[src/rtl/bit_scan_sequencer.sv]
// Bit scan sequencer: latches a request vector and emits the indices of its set
// bits one per handshake, highest index first, then pulses done.
module bit_scan_sequencer #(
   parameter int WIDTH = 8,
   localparam int IW = $clog2(WIDTH)
) (
   input  logic             clk,
   input  logic             reset,
   input  logic             in_valid,
   output logic             in_ready,
   input  logic [WIDTH-1:0] in_bits,
   output logic             out_valid,
   input  logic             out_ready,
   output logic [IW-1:0]    out_idx,
   output logic             out_last,
   output logic             done,
   output logic [IW:0]      count
);

   typedef enum logic {
      IDLE = 1'b0,
      SCAN = 1'b1
   } stateT;

   stateT            state_q, state_d;
   logic [WIDTH-1:0] pending_q, pending_d;
   logic [IW:0]      count_q, count_d;
   logic             done_q, done_d;

   logic [IW:0]      inPop;
   logic [IW-1:0]    topIdx;
   logic             oneLeft;

   always_comb begin
      inPop = '0;
      for (int i = 0; i < WIDTH; i++) begin
         inPop = inPop + {{IW{1'b0}}, in_bits[i]};
      end
   end

   // Later iterations overwrite earlier ones, so the highest set bit wins.
   always_comb begin
      topIdx = '0;
      for (int i = 0; i < WIDTH; i++) begin
         if (pending_q[i]) begin
            topIdx = IW'(i);
         end
      end
   end

   assign oneLeft = (pending_q != '0) &&
                    ((pending_q & (pending_q - {{(WIDTH-1){1'b0}}, 1'b1})) == '0);

   always_comb begin
      state_d   = state_q;
      pending_d = pending_q;
      count_d   = count_q;
      done_d    = 1'b0;
      case (state_q)
         IDLE: begin
            if (in_valid) begin
               count_d = inPop;
               if (in_bits != '0) begin
                  pending_d = in_bits;
                  state_d   = SCAN;
               end
            end
         end
         SCAN: begin
            if (out_ready) begin
               pending_d[topIdx] = 1'b0;
               if (oneLeft) begin
                  state_d = IDLE;
                  done_d  = 1'b1;
               end
            end
         end
         default: state_d = IDLE;
      endcase
   end

   always_ff @(posedge clk) begin
      if (reset) begin
         state_q   <= IDLE;
         pending_q <= '0;
         count_q   <= '0;
         done_q    <= 1'b0;
      end else begin
         state_q   <= state_d;
         pending_q <= pending_d;
         count_q   <= count_d;
         done_q    <= done_d;
      end
   end

   assign in_ready  = (state_q == IDLE);
   assign out_valid = (state_q == SCAN);
   assign out_idx   = topIdx;
   assign out_last  = oneLeft;
   assign done      = done_q;
   assign count     = count_q;

endmodule

[config.mk]
export PLATFORM = sky130hd
export DESIGN_NAME = bit_scan_sequencer
export DESIGN_NICKNAME = d
export VERILOG_FILES = /design/src/rtl/bit_scan_sequencer.sv
export SDC_FILE = /design/constraint.sdc
export NUM_CORES = 1
export LEC_CHECK = 0
export ABC_AREA = 1
export BUFFER_PORTS_ARGS = -buffer_cell sky130_fd_sc_hd__buf_2
export CAP_MARGIN = 30
export CORE_ASPECT_RATIO = 0.75
export CORE_MARGIN = 8
export CORE_UTILIZATION = 35
export DETAILED_ROUTE_END_ITERATION = 12
export PLACE_DENSITY = 0.57
export SLEW_MARGIN = 0
export SYNTH_ARGS = -nofsm -noshare
export SYNTH_HDL_FRONTEND = slang
export SYNTH_SLANG_ARGS = --single-unit
[constraint.sdc]
create_clock -name clk -period 4.08 [get_ports clk]
set_clock_uncertainty 0.1 [all_clocks]
set_input_delay 0.612 -clock clk [delete_from_list [all_inputs] [get_ports clk]]
set_output_delay 0.612 -clock clk [all_outputs]
set_load 0.005 [all_outputs]
---- Word level (Yosys, flattened, before mapping) ----
Index checks and enable logic that the tools add are counted.
cells by class
  bitwise logic cells ..................... 5
  muxes and demuxes ....................... 19
  magnitude comparators ................... 2
  add/subtract/negate cells ............... 8
  reductions and logical operators ........ 8
  eq/ne operators ......................... 3
operator list
  cell                   count
  $mux W8                3
  $mux W3                6
  $add A4 B1 Y4          4
  $and A8 B8 Y8          2
  $pmux W8 S2            1
  $reduce_bool A8 Y1     2
  $logic_not A8 Y1       1
  $not A8 Y8             1
  $sub A8 B1 Y8 const B  1
  $mux W1                7
  $add A3 B1 Y4          1
  $lt A3 B4 Y1 const B   1
  $ne A2 B2 Y1 const B   2
  $add A2 B1 Y3          1
  $demux W1 S3           1
  $ge A3 B1 Y1 const B   1
  $reduce_and A3 Y1      1
  $reduce_or A3 Y1       1
  $add A1 B1 Y2          1
  $logic_and A1 B1 Y1    2
  $ne A2 B1 Y1 const B   1
  $not A1 Y1             2
  $pmux W1 S2            1
  $reduce_and A2 Y1      1
storage, ports and cells
  flip-flop bits (word level) ............. 14
  word-level logic and storage cells ...... 49
  input port bits ......................... 12

---- Longest topological paths before layout ----
  depth in word-level cells ............... 15
  mapped depth ............................ 11
  gate-level depth less buffers ........... 11

---- Worst setup path before layout ----
No wires, ideal clock.
  path kind ............................... input-to-reg
  start point ............................. in in_bits[0]
  end point ............................... reg count_q[1], in the netlist count[1]
  stages on the path ...................... 9
  setup time .............................. 116 ps
  slack ................................... 928 ps
  arrival ................................. 2936 ps
  data required time ...................... 3864 ps
  buffers on the path ..................... 0
  cell sequence ........................... inv_1 -> fa_1 -> fa_1 -> fa_1 -> inv_1 -> ha_1 -> fa_1 -> o21ai_0 -> nor2_1
between the ends
  cells in the longest elaborated chain, start to end .. 7
ends and longest elaborated chain
  what                        RTL line  text
  start, declared             11        input logic [WIDTH-1:0] in_bits,
  $add A1 B1 Y2               37        inPop = inPop + {{IW{1'b0}}, in_bits[i]};
  $add A2 B1 Y3               37
  $add A3 B1 Y4               37
  $add A4 B1 Y4 (4 in a row)  37
  named net inPop[1]          30        logic [IW:0] inPop;
  end signal, assigned        91        count_q <= count_d;
  end, declared               27        logic [IW:0] count_q, count_d;
The timed path passes the listed nets, and every way through them passes these cells.
A chain may end at the register's enable or synchronous reset.

---- Worst setup path in the final report ----
Same ends and word-level chain as after synthesis.

==> impl_metrics.json <==
{
  "core_area_sq_um": 2980,
  "synth_edf_count": 0,
  "tightest_slew_ps": 352,
  "power_density_nw_per_um2": 356,
  "met3_wirelength_um": 140,
  "static-leakage-power_nw": 0.646,
  "internal_power_w": 0.000301,
  "worst_hold_stages": 2,
  "reg2regPathDepth": 8,
  "grt_setup_unrepaired": "false",
  "cells_after_synth": 155,
  "clkPwrFrac": 0.297,
  "ys.warnings.count": 0,
  "synthFlopType": "sky130_fd_sc_hd__dfxtp_1",
  "max-slew-margin-rel": 0.765,
  "wire_length_on_met2_mm": 1.08,
  "grt_start_max_net_pins": 15,
  "clock_tree_from_tritoncts": "built",
  "worst-path-max-fanout": 2,
  "max-clock-path-buffers": 2,
  "met1Wirelength_mm": 1.18,
  "worst_ir_drop_on_vdd_uv": 193,
  "grt_first_pass_wirelength_mm": 4.32,
  "netlist.top_cell.by_area": "sky130_fd_sc_hd__dfxtp_1",
  "ant_nets": 0,
  "syn_avg_cell_area_sq_um": 7.12,
  "area_growth_syn_to_layout_pct": 16.9,
  "period_needed_ps": 3110,
  "cp_data_required_time_ps": 4120,
  "finalCritPeriodShare": 0.762,
  "drtIter0Drc": 57,
  "hold_path_end": "count[0]",
  "finalNonFillerCells": 216,
  "cts_setup_buffers": 0,
  "reported_net_switching_power_w": 0.000158,
  "multi_input_combinational_cell_area_sq_um": 697,
  "fin_nets": 199,
  "run_status": "finished, final reports clean",
  "dp_cells": 212,
  "r2r_end": "pending_q[1]",
  "highest-signal-layer": "met4",
  "initial_utilization": 0.371,
  "tns_ps": 0,
  "routed_wl_mm": 2.42,
  "power.share.combinational": 0.352,
  "regToRegSetupSlack_ps": 2640,
  "hold-worst-slack_ps": 397,
  "cts.htree.levels": 1,
  "synth_area_sq_um": 1100,
  "holdCritPathClass": "reg -> reg",
  "seq_power_share": 0.351,
  "criticalPathCategory": "in -> reg",
  "count_of_port_buffers_added_during_placement": 22,
  "gp_congestion": 0.867,
  "ys_top_cells_by_count": "sky130_fd_sc_hd__nand2_1 (44), sky130_fd_sc_hd__inv_1 (21), sky130_fd_sc_hd__dfxtp_1 (14), sky130_fd_sc_hd__nor2_1 (11), sky130_fd_sc_hd__nand3_1 (10)",
  "floorplan.rows": 17,
  "die_area_sq_um": 5220,
  "final_core_utilization": 0.433,
  "grt_antenna_before_repair": 0,
  "async_flop_share": 0,
  "ant_diodes": 0,
  "grt.total_usage": 0.0997,
  "via_total_after_detailed_routing": 993,
  "detail_route.vias_per_cell": 4.60,
  "finalSetupViolCount": 0,
  "root_buffer": "sky130_fd_sc_hd__clkbuf_8",
  "syn-num-nets": 175,
  "seq_area_sq_um": 280,
  "n_fill_cell": 332,
  "worst_setup_path_start_kind": "input port",
  "final-hold-violation-count": 0,
  "route.detailed.drc": 0,
  "timing.final.max_slew_violations": 0,
  "crit_path_end_kind": "flip-flop",
  "design_power_total_w": 0.000459,
  "timing.fmax_ghz": 0.322,
  "place_hpwl_mm": 2.08,
  "yosys.area.top_type_share": 0.254,
  "clock_sink_count": 14,
  "io_pins": 23,
  "most_frequent_cell_after_synthesis": "sky130_fd_sc_hd__nand2_1",
  "switching_share": 0.344,
  "post_drt_wl_per_cell_um": 11.2,
  "clkSlewWorstSetupHoldPaths_ps": 60,
  "synth_cell_type_count": 25,
  "grt_overflow": 0,
  "yosysSeqAreaShare": 0.254,
  "iteration_count_of_the_initial_detailed_routing_pass": 4,
  "die_y_um": 64.6,
  "post_cts_resize_count": 0,
  "hold_buffers_post_cts": 0,
  "worstHoldStart": "count[0]",
  "critical_path_arrival_ps": 3150,
  "ys_ff_latch": 14,
  "regToRegStartpoint": "out_valid",
  "netlist_top_cells_area": "sky130_fd_sc_hd__dfxtp_1 (25%), sky130_fd_sc_hd__nand2_1 (15%), sky130_fd_sc_hd__fa_1 (7.3%)",
  "drv.max_cap_violation_count": 0,
  "clock_latency_ps": 250,
  "floorplan.die.width_um": 80.8,
  "drive_above_1_share": 0.320,
  "grt_pass1_vias": 1018,
  "cts_made_buffers": 3
}
## sequential cells by signal, summed over array words and instances (netlist names)
signal,cells
out_valid,1
pending_q,8
done,1
count,4
## per-stage QoR
step                      worst slack [ps]  cell area, sq um
after detailed placement               714              1230
after floorplan                        928              1100
final                                  972              1290
after global routing                   778              1290
after global placement                 746              1230
after CTS                              965              1290
## how the worst max path moves through the flow
stage / startpoint / to / slack (ps) / cells after the start
after floorplan: in_bits[0] / count[1] / 930 / 9
after global routing: in_bits[0] / count[1] / 780 / 10
final: in_bits[0] / count[1] / 970 / 10
after CTS: in_bits[0] / count[1] / 970 / 10
after detailed placement: in_bits[0] / count[1] / 710 / 10
after global placement: in_bits[0] / count[1] / 750 / 10
## cells by family after synthesis
kind of cell / share of synthesized area
xor gates and xnor gates: 0.00794
adders and majority gates: 0.118
and+or+nand+nor: 0.389
AOI/OAI and AO/OA: 0.117
DFF: 0.254
buffers and inverters: 0.115
## layout make-up
| class | instances | area share |
|---|---|---|
| tap | 38 | 0.0369 |
| multi-input combinational | 112 | 0.540 |
| clock buffer | 4 | 0.0427 |
| inverter | 26 | 0.0776 |
| timing repair buffer | 22 | 0.0854 |
| sequential | 14 | 0.217 |
## worst max-delay path: stages
cell	delay [ps]
sky130_fd_sc_hd__buf_2	100
sky130_fd_sc_hd__inv_1	70
sky130_fd_sc_hd__fa_1	560
sky130_fd_sc_hd__fa_1	440
sky130_fd_sc_hd__fa_1	500
sky130_fd_sc_hd__inv_1	50
sky130_fd_sc_hd__ha_1	200
sky130_fd_sc_hd__fa_1	420
sky130_fd_sc_hd__o21ai_0	160
sky130_fd_sc_hd__nor2_1	50
## placed cells by master (no fill, tap or decap), types with 5 or more instances in the layout
master                     n
sky130_fd_sc_hd__dfxtp_1  14
sky130_fd_sc_hd__o21ai_0   6
sky130_fd_sc_hd__nand2_2   5
sky130_fd_sc_hd__nand3_1  10
sky130_fd_sc_hd__buf_2    22
sky130_fd_sc_hd__nand2_1  44
sky130_fd_sc_hd__nor2_1   11
sky130_fd_sc_hd__inv_1    21
sky130_fd_sc_hd__a21oi_2   7
## metal layers
metal / vias to the layer above / GRT usage
met1: 449 / 0.127
met2: 16 / 0.155
met5: - / 0
met3: 5 / 0.0399
li1: 523 / -
met4: 0 / 0.0200
## power by group through the flow
stage | logic, W | registers, W | clock network, W
after floorplan | 0.000122 | 0.000161 | 0
after global placement | 0.000162 | 0.000164 | 0
after detailed placement | 0.000163 | 0.000164 | 0
after CTS | 0.000164 | 0.000161 | 0.000141
after global routing | 0.000189 | 0.000163 | 0.000146
final | 0.000162 | 0.000161 | 0.000136
(Power assumes the default switching activity.)
